## config.mk

```make
export PLATFORM = sky130hd
export DESIGN_NAME = snn_wb_regs
export DESIGN_NICKNAME = d
export VERILOG_FILES = /design/src/rtl/snn_wb_pkg.sv /design/src/rtl/snn_spike_fifo.sv /design/src/rtl/snn_wb_regs.sv
export SDC_FILE = /design/constraint.sdc
export NUM_CORES = 1
export LEC_CHECK = 0
export CAP_MARGIN = 25
export CORE_MARGIN = 5
export CORE_UTILIZATION = 45
export DETAILED_ROUTE_END_ITERATION = 6
export GPL_TIMING_DRIVEN = 0
export HOLD_SLACK_MARGIN = 0.12
export PLACE_DENSITY_LB_ADDON = 0.05
export SYNTH_ARGS = -nofsm -noshare
export SYNTH_HDL_FRONTEND = slang
export SYNTH_HIERARCHICAL = 1
export SYNTH_SLANG_ARGS = --single-unit
```

## constraint.sdc

```tcl
create_clock -name wb_clk_i -period 3.5 [get_ports wb_clk_i]
set_input_delay 1.05 -clock wb_clk_i [delete_from_list [all_inputs] [get_ports wb_clk_i]]
set_output_delay 1.05 -clock wb_clk_i [all_outputs]
set_load 0.03 [all_outputs]
```

## src/rtl/snn_wb_pkg.sv

```systemverilog
// Shared register map, control/status bit positions and FIFO entry layout
// for the SNN Wishbone register block.
package snn_wb_pkg;

  localparam logic [7:0] REG_CTRL   = 8'h00;
  localparam logic [7:0] REG_STATUS = 8'h04;
  localparam logic [7:0] REG_IN     = 8'h08;
  localparam logic [7:0] REG_THRESH = 8'h0C;
  localparam logic [7:0] REG_DECAY  = 8'h10;
  localparam logic [7:0] REG_FIFO   = 8'h14;
  localparam logic [7:0] REG_TSTEP  = 8'h18;
  localparam logic [7:0] REG_STATE  = 8'h1C;

  localparam int CTRL_EN     = 0;
  localparam int CTRL_SRST   = 1;
  localparam int CTRL_STEP   = 2;
  localparam int CTRL_IRQ_EN = 3;

  localparam int STAT_NONEMPTY = 0;
  localparam int STAT_FULL     = 1;
  localparam int STAT_OVF      = 2;

  localparam int ENTRY_W = 18;

  typedef struct packed {
    logic [15:0] timestep;
    logic [1:0]  spike;
  } spike_entry_t;

endpackage

```

## src/rtl/snn_spike_fifo.sv

```systemverilog
// Synchronous spike-result FIFO; a push into a full FIFO succeeds only when a
// pop happens in the same cycle, otherwise it is dropped and flagged.
module snn_spike_fifo
  import snn_wb_pkg::*;
#(
  parameter int DEPTH = 4
) (
  input  logic         clk,
  input  logic         rst,
  input  logic         clear,
  input  logic         push,
  input  logic         pop,
  input  spike_entry_t din,
  output spike_entry_t dout,
  output logic         full,
  output logic         empty,
  output logic         overflow
);

  // DEPTH is a power of two (>= 2) so the pointers wrap naturally.
  localparam int AW = (DEPTH > 1) ? $clog2(DEPTH) : 1;

  spike_entry_t  mem [DEPTH];
  logic [AW-1:0] wr_ptr;
  logic [AW-1:0] rd_ptr;
  logic [AW:0]   count;
  logic          do_push;
  logic          do_pop;

  assign empty    = (count == '0);
  assign full     = (count == (AW+1)'(DEPTH));
  assign do_pop   = pop & ~empty & ~clear;
  assign do_push  = push & ~clear & (~full | do_pop);
  assign overflow = push & ~clear & full & ~do_pop;
  assign dout     = mem[rd_ptr];

  always_ff @(posedge clk) begin
    if (do_push) begin
      mem[wr_ptr] <= din;
    end
  end

  always_ff @(posedge clk) begin
    if (rst || clear) begin
      wr_ptr <= '0;
      rd_ptr <= '0;
      count  <= '0;
    end else begin
      if (do_push) wr_ptr <= wr_ptr + AW'(1);
      if (do_pop)  rd_ptr <= rd_ptr + AW'(1);
      case ({do_push, do_pop})
        2'b10:   count <= count + (AW+1)'(1);
        2'b01:   count <= count - (AW+1)'(1);
        default: ;
      endcase
    end
  end

endmodule

```

## src/rtl/snn_wb_regs.sv

```systemverilog
// Wishbone register block driving the SNN core and collecting step results.
// Optional interrupt support is enabled with `define SNN_WB_IRQ_EN.
module snn_wb_regs
  import snn_wb_pkg::*;
#(
  parameter logic [31:0] BASE_ADDR  = 32'h3000_0000,
  parameter int          FIFO_DEPTH = 4,
  parameter logic [7:0]  THRESH_RST = 8'h80,
  parameter logic [7:0]  DECAY_RST  = 8'h01
) (
  input  logic        wb_clk_i,
  input  logic        wb_rst_i,
  input  logic        wbs_stb_i,
  input  logic        wbs_cyc_i,
  input  logic        wbs_we_i,
  input  logic [3:0]  wbs_sel_i,
  input  logic [31:0] wbs_adr_i,
  input  logic [31:0] wbs_dat_i,
  output logic        wbs_ack_o,
  output logic [31:0] wbs_dat_o,
  output logic [7:0]  snn_in,
  output logic [7:0]  snn_thresh,
  output logic [7:0]  snn_decay,
  output logic        snn_step,
  output logic        snn_rst,
  input  logic        snn_valid,
  input  logic [1:0]  snn_spike,
  input  logic [7:0]  snn_state,
  output logic        irq
);

  logic         ack_p1;
  logic [31:0]  dat_p1;
  logic         step_p1;
  logic         ctrl_en;
  logic         ctrl_srst;
  logic         ctrl_irq_en;
  logic [7:0]   in_q;
  logic [7:0]   thresh_q;
  logic [7:0]   decay_q;
  logic         ovf_q;
  logic [15:0]  tstep_q;

  logic         req_p0;
  logic         rd_p0;
  logic         wr_b0_p0;
  logic [7:0]   off_p0;
  logic [31:0]  rdata_p0;
  logic         step_p0;
  logic         ovf_clr_p0;

  spike_entry_t fifo_din;
  spike_entry_t fifo_dout;
  logic         fifo_full;
  logic         fifo_empty;
  logic         fifo_ovf;
  logic         fifo_pop;

  logic         unused_bits;

  // Stage p0: decode of the sampled request; ack masks back-to-back selection.
  assign req_p0     = wbs_stb_i & wbs_cyc_i & ~ack_p1 &
                      (wbs_adr_i[31:8] == BASE_ADDR[31:8]);
  assign off_p0     = {wbs_adr_i[7:2], 2'b00};
  assign rd_p0      = req_p0 & ~wbs_we_i;
  assign wr_b0_p0   = req_p0 & wbs_we_i & wbs_sel_i[0];
  assign step_p0    = wr_b0_p0 & (off_p0 == REG_CTRL) &
                      wbs_dat_i[CTRL_STEP] & wbs_dat_i[CTRL_EN];
  assign ovf_clr_p0 = wr_b0_p0 & (off_p0 == REG_STATUS) & wbs_dat_i[STAT_OVF];
  assign fifo_pop   = rd_p0 & (off_p0 == REG_FIFO);
  assign fifo_din   = {tstep_q, snn_spike};

  assign unused_bits = ^{wbs_adr_i[1:0], wbs_dat_i[31:8], wbs_dat_i[3], wbs_sel_i[3:1]};

  always_comb begin
    rdata_p0 = '0;
    case (off_p0)
      REG_CTRL: begin
        rdata_p0[CTRL_EN]     = ctrl_en;
        rdata_p0[CTRL_SRST]   = ctrl_srst;
        rdata_p0[CTRL_IRQ_EN] = ctrl_irq_en;
      end
      REG_STATUS: begin
        rdata_p0[STAT_NONEMPTY] = ~fifo_empty;
        rdata_p0[STAT_FULL]     = fifo_full;
        rdata_p0[STAT_OVF]      = ovf_q;
      end
      REG_IN:     rdata_p0 = {24'b0, in_q};
      REG_THRESH: rdata_p0 = {24'b0, thresh_q};
      REG_DECAY:  rdata_p0 = {24'b0, decay_q};
      REG_FIFO:   rdata_p0 = fifo_empty ? '0 : {{(32-ENTRY_W){1'b0}}, fifo_dout};
      REG_TSTEP:  rdata_p0 = {16'b0, tstep_q};
      REG_STATE:  rdata_p0 = {24'b0, snn_state};
      default:    rdata_p0 = '0;
    endcase
  end

  // Stage p1: registered response, register updates and result counter.
  always_ff @(posedge wb_clk_i) begin
    if (wb_rst_i) begin
      ack_p1    <= 1'b0;
      dat_p1    <= '0;
      step_p1   <= 1'b0;
      ctrl_en   <= 1'b0;
      ctrl_srst <= 1'b0;
      in_q      <= '0;
      thresh_q  <= THRESH_RST;
      decay_q   <= DECAY_RST;
      ovf_q     <= 1'b0;
      tstep_q   <= '0;
    end else begin
      ack_p1  <= req_p0;
      dat_p1  <= rd_p0 ? rdata_p0 : '0;
      step_p1 <= step_p0;
      if (wr_b0_p0) begin
        case (off_p0)
          REG_CTRL: begin
            ctrl_en   <= wbs_dat_i[CTRL_EN];
            ctrl_srst <= wbs_dat_i[CTRL_SRST];
          end
          REG_IN:     in_q     <= wbs_dat_i[7:0];
          REG_THRESH: thresh_q <= wbs_dat_i[7:0];
          REG_DECAY:  decay_q  <= wbs_dat_i[7:0];
          default: ;
        endcase
      end
      // A same-cycle overflow outranks the software clear.
      if (fifo_ovf) begin
        ovf_q <= 1'b1;
      end else if (ovf_clr_p0) begin
        ovf_q <= 1'b0;
      end
      if (ctrl_srst) begin
        tstep_q <= '0;
      end else if (snn_valid) begin
        tstep_q <= tstep_q + 16'd1;
      end
    end
  end

`ifdef SNN_WB_IRQ_EN
  logic irq_p1;

  always_ff @(posedge wb_clk_i) begin
    if (wb_rst_i) begin
      ctrl_irq_en <= 1'b0;
      irq_p1      <= 1'b0;
    end else begin
      if (wr_b0_p0 && (off_p0 == REG_CTRL)) begin
        ctrl_irq_en <= wbs_dat_i[CTRL_IRQ_EN];
      end
      irq_p1 <= ctrl_irq_en & (~fifo_empty | ovf_q);
    end
  end

  assign irq = irq_p1;
`else
  assign ctrl_irq_en = 1'b0;
  assign irq         = 1'b0;
`endif

  snn_spike_fifo #(
    .DEPTH (FIFO_DEPTH)
  ) u_fifo (
    .clk      (wb_clk_i),
    .rst      (wb_rst_i),
    .clear    (ctrl_srst),
    .push     (snn_valid),
    .pop      (fifo_pop),
    .din      (fifo_din),
    .dout     (fifo_dout),
    .full     (fifo_full),
    .empty    (fifo_empty),
    .overflow (fifo_ovf)
  );

  assign wbs_ack_o  = ack_p1;
  assign wbs_dat_o  = dat_p1;
  assign snn_step   = step_p1;
  assign snn_rst    = wb_rst_i | ctrl_srst;
  assign snn_in     = in_q;
  assign snn_thresh = thresh_q;
  assign snn_decay  = decay_q;

endmodule
```

==> results by group <==
Outcome
  • Status: completed

Layout
  • Area used by multi-input combinational logic: 2496 um^2
  • Net count, final: 713
  • Syn-to-layout area delta: 32.24%
  • Layout cell share with drive strength beyond 1: between 20% and 30%
  • FF/Latch Area: about 3600 um^2
  • # fillers: 1141
  • Antenna diodes: 0
  • Most frequent cells in the layout: clkdlybuf4s50_1, dfxtp_1, edfxtp_1
  • Non-Filler Instances: about 820
  • Commonest non-fill, non-tap cell in the layout: clkdlybuf4s50_1
  • Fin area: 8293 um^2

Place
  • Placer Congestion: 0.7891
  • Placement Setup Slack: -0.9097 ns
  • Placed cell areas: ~7500 um^2
  • Dpl cells: 775
  • Hpwl dp: between 10000 and 15000 um
  • Port Buffers: 97

Floorplan
  • Row count: 43
  • Initial Util: 45.53%
  • Die width: about 130 um
  • Core Footprint: 13770 um^2
  • IO Pins: 144
  • Chip Height: approximately 130 um
  • Full die area: approximately 16000 um^2

Clock network
  • TritonCTS Buffers: 17
  • Worst-path clk slew: 0.06 ns
  • Clock Path Buffers: 2
  • H-tree depth: 4
  • Sink Count: ~140
  • Hold buffers post-CTS: 0
  • CTS tree: yes
  • Clock latency on the worst-skew pair: ~0.42 ns
  • CTS Root Buffer Type: clkbuf_16

STA
  • Tcrit/Tclk final: 96.61%
  • Period minus WS final: about 3.4 ns
  • # setup viols final: 0
  • Max_slew headroom: 41.25%
  • Setup tns final: 0 ns
  • Final setup skew: 0.006785 ns
  • Fmax: 295.7 MHz
  • Count of final hold-check violations: 0
  • Slew Viols, Final: 0
  • RSZ-0062 raised after global routing: yes
  • Measured slew at the worst slew-check pin: ~0.87 ns
  • Final WS setup: about 0.12 ns

Synthesis
  • Post-synth ARST share: 0%
  • Dominant synthesized flop cell: edfxtp_1
  • EDFF count, synth: 72
  • Compound-Gate Fraction of Synth Area: 6.125%
  • Largest family of logic cells by synthesized area: simple AND/OR/NAND/NOR gates
  • Top-area cell type share of the netlist area: 34.48%
  • Yosys top cell by area: edfxtp_1
  • Post-synthesis adder-cell area fraction: under 10%
  • Mapped cell area: 6271 um^2
  • Fraction of synthesized area in multiplexers: 13.57%
  • Post-Synth XOR/XNOR Area: roughly 1.7%
  • Yosys Warn Count: 6
  • Synth Area in Simple Gates: between 10% and 20%
  • Yosys reg bits: 144
  • Syn avg cell area: 12.96 um^2
  • Cells after synthesis: 484
  • Register area share after synthesis: about 57%
  • Area contributors post-synth: edfxtp_1, dfxtp_1, mux4_2, mux2i_1, nand2b_1
  • Yosys cell types: 60

Routing
  • Antenna viol nets, final: 0
  • Routed vias/inst: 5.288
  • Per-cell routed wire length: 19.04 um
  • 1st-pass router iterations: 4
  • Routed wire length: 15520 um
  • Number of remaining DRC errors: 0
  • DRT iter0 DRCs: 280
  • Via count: 4310

Critical path
  • Slowest library cell on the worst path: fa_2
  • Delay-heaviest family, CP: simple AND/OR/NAND/NOR gates
  • CP max FO: 2
  • Worst reg2reg path depth: 11
  • Cell Chain, Critical Path: dlygate4sd2_1, nor4bb_1, and4_1, nand4_1, nor4_4, nor3b_4, ha_2, inv_2, fa_2, xor2_1, or3_1, a21oi_2
  • Critical Path AT: 3.73 ns
  • Max incr delay on CP: 0.32 ns
  • CP endpoint kind: register
  • Worst Path Required: 3.85 ns
  • R2r startpoint: wbs_ack_o
  • Worst Setup Start Kind: input pin
  • Crit Reg-Reg Endpoint: u_fifo/count[2]
  • Worst R2R Setup Slack: between 0.6 and 0.7 ns
  • WS Path Type: input pin to register
  • CP bufs+invs: 2

Pwr
  • Logic pwr share: under 10%
  • Pwr dens: between 400 and 500 nW/um^2
  • Internal power: 3.056 mW
  • Switching pwr: 0.8722 mW
  • Peak supply drop: 269.1 uV
  • Leak: 3.092 nW
  • Clock share of power: 47.1%
  • Power Total: ~3.9 mW
  • Seq pwr share: 46.4%
  • Switch share: 22.20%

Run
  • Max Cap Viol: 0

Worst hold path
  • Worst Hold Depth: 2
  • Hold path start: ctrl_en
  • Hold EP: ctrl_en
  • Worst min path class: register to register

Global routing
  • First-pass GRT wire length: 24050 um
  • Initial antenna violation count: 0
  • Largest net degree at the start of global routing: 19
  • GRT Total Usage: 19.50%
  • Number of global-route vias before repair: 4341
  • GR Overflow Total: 0
## power by group through the flow
stage	registers, mW	clock network (mW)	logic [mW]
4_1_cts	1.82	1.88	0.253
3_5_place_dp	1.86	0	0.252
3_3_place_gp	1.85	0	0.249
2_1_floorplan	1.85	0	0.152
6_report	1.82	1.85	0.257
5_1_grt	1.82	1.96	0.278
## timing repair
| item | CTS | global route |
|---|---|---|
| pin swaps | 15 | 11 |
| resized for setup | 38 | 10 |
| setup buffers | 8 | 2 |
| endpoints found under the hold margin | 0 | 0 |
| setup endpoints to repair | 75 | 3 |
## synthesized netlist by cell type, types with 8 or more instances
| library cell | number |
|---|---|
| nand2_1 | 16 |
| buf_4 | 17 |
| mux4_2 | 21 |
| nor4_1 | 9 |
| nor2_1 | 33 |
| dfxtp_1 | 72 |
| a21oi_1 | 13 |
| a22oi_1 | 17 |
| nor3_1 | 12 |
| nand4_1 | 8 |
| mux2i_1 | 31 |
| inv_1 | 15 |
| nand2b_1 | 33 |
| and3_1 | 8 |
| edfxtp_1 | 72 |
## sequential cells by signal, summed over array words and instances, names as in the netlist, named ones only
signal,cells
u_fifo/mem,72
snn_step,1
snn_decay,8
u_fifo/rd_ptr,2
snn_in,8
u_fifo/count,3
tstep_q,16
ctrl_en,1
ctrl_srst,1
snn_thresh,8
u_fifo/wr_ptr,2
wbs_ack_o,1
wbs_dat_o,18
ovf_q,1
## logic make-up (layout without fill, tap and decap cells)
kind of cell    Yosys count  after routing
buf+inv                  54            191
xor+xnor                 12             12
flops                   144            144
mux                      58             58
fa+ha+maj                 7              7
compound gates           54             54
other cells               1             15
simple gates            154            154
## stage by stage
| step | utilization, % | hold WS [ns] |
|---|---|---|
| finish | 60.21 | 0.4821 |
| global route | 60.21 | 0.5075 |
| CTS | 59.89 | 0.4856 |
| detailed placement | 54.75 | 0.4750 |
| global placement | 54.75 | 0.4647 |
| floorplan | - | 0.4495 |
## tightest hold or removal path: cells and delay by family, from the launching register on
| kind | cells | cell delay, ns |
|---|---|---|
| multiplexers | 1 | 0.06 |
| flip-flops | 1 | 0.31 |
| AND/OR/NAND/NOR | 1 | 0.06 |
## routing by layer
metal | track usage [%] | routed length, um
met1 | 26.15 | 6875
met2 | 31.33 | 7540
met3 | 4.333 | 823
met4 | 6.929 | 279
met5 | 0 | 0
## how the worst max path moves through the flow
stage | from | to | slack [ns] | cells past startpoint
CTS | wbs_adr_i[19] | u_fifo/count[2] | 0.006 | 11
global route | wbs_adr_i[13] | u_fifo/count[2] | -0.01 | 12
floorplan | wbs_adr_i[12] | u_fifo/count[2] | -0.09 | 12
global placement | wb_rst_i | snn_rst | -0.92 | 5
detailed placement | wb_rst_i | snn_rst | -0.91 | 5
finish | wbs_adr_i[13] | u_fifo/count[2] | 0.12 | 12
## final cells by class
class / count / share of cell area (%)
multi-input cells: 300 / 30.10
plain buffers: 35 / 2.972
flip-flops and latches: 144 / 43.45
well taps: 180 / 2.716
repair buffers: 108 / 12.61
inverters: 16 / 0.7846
clock inverters: 15 / 2.233
clock buffers: 17 / 5.130
Power figures use the tool's default switching activity.
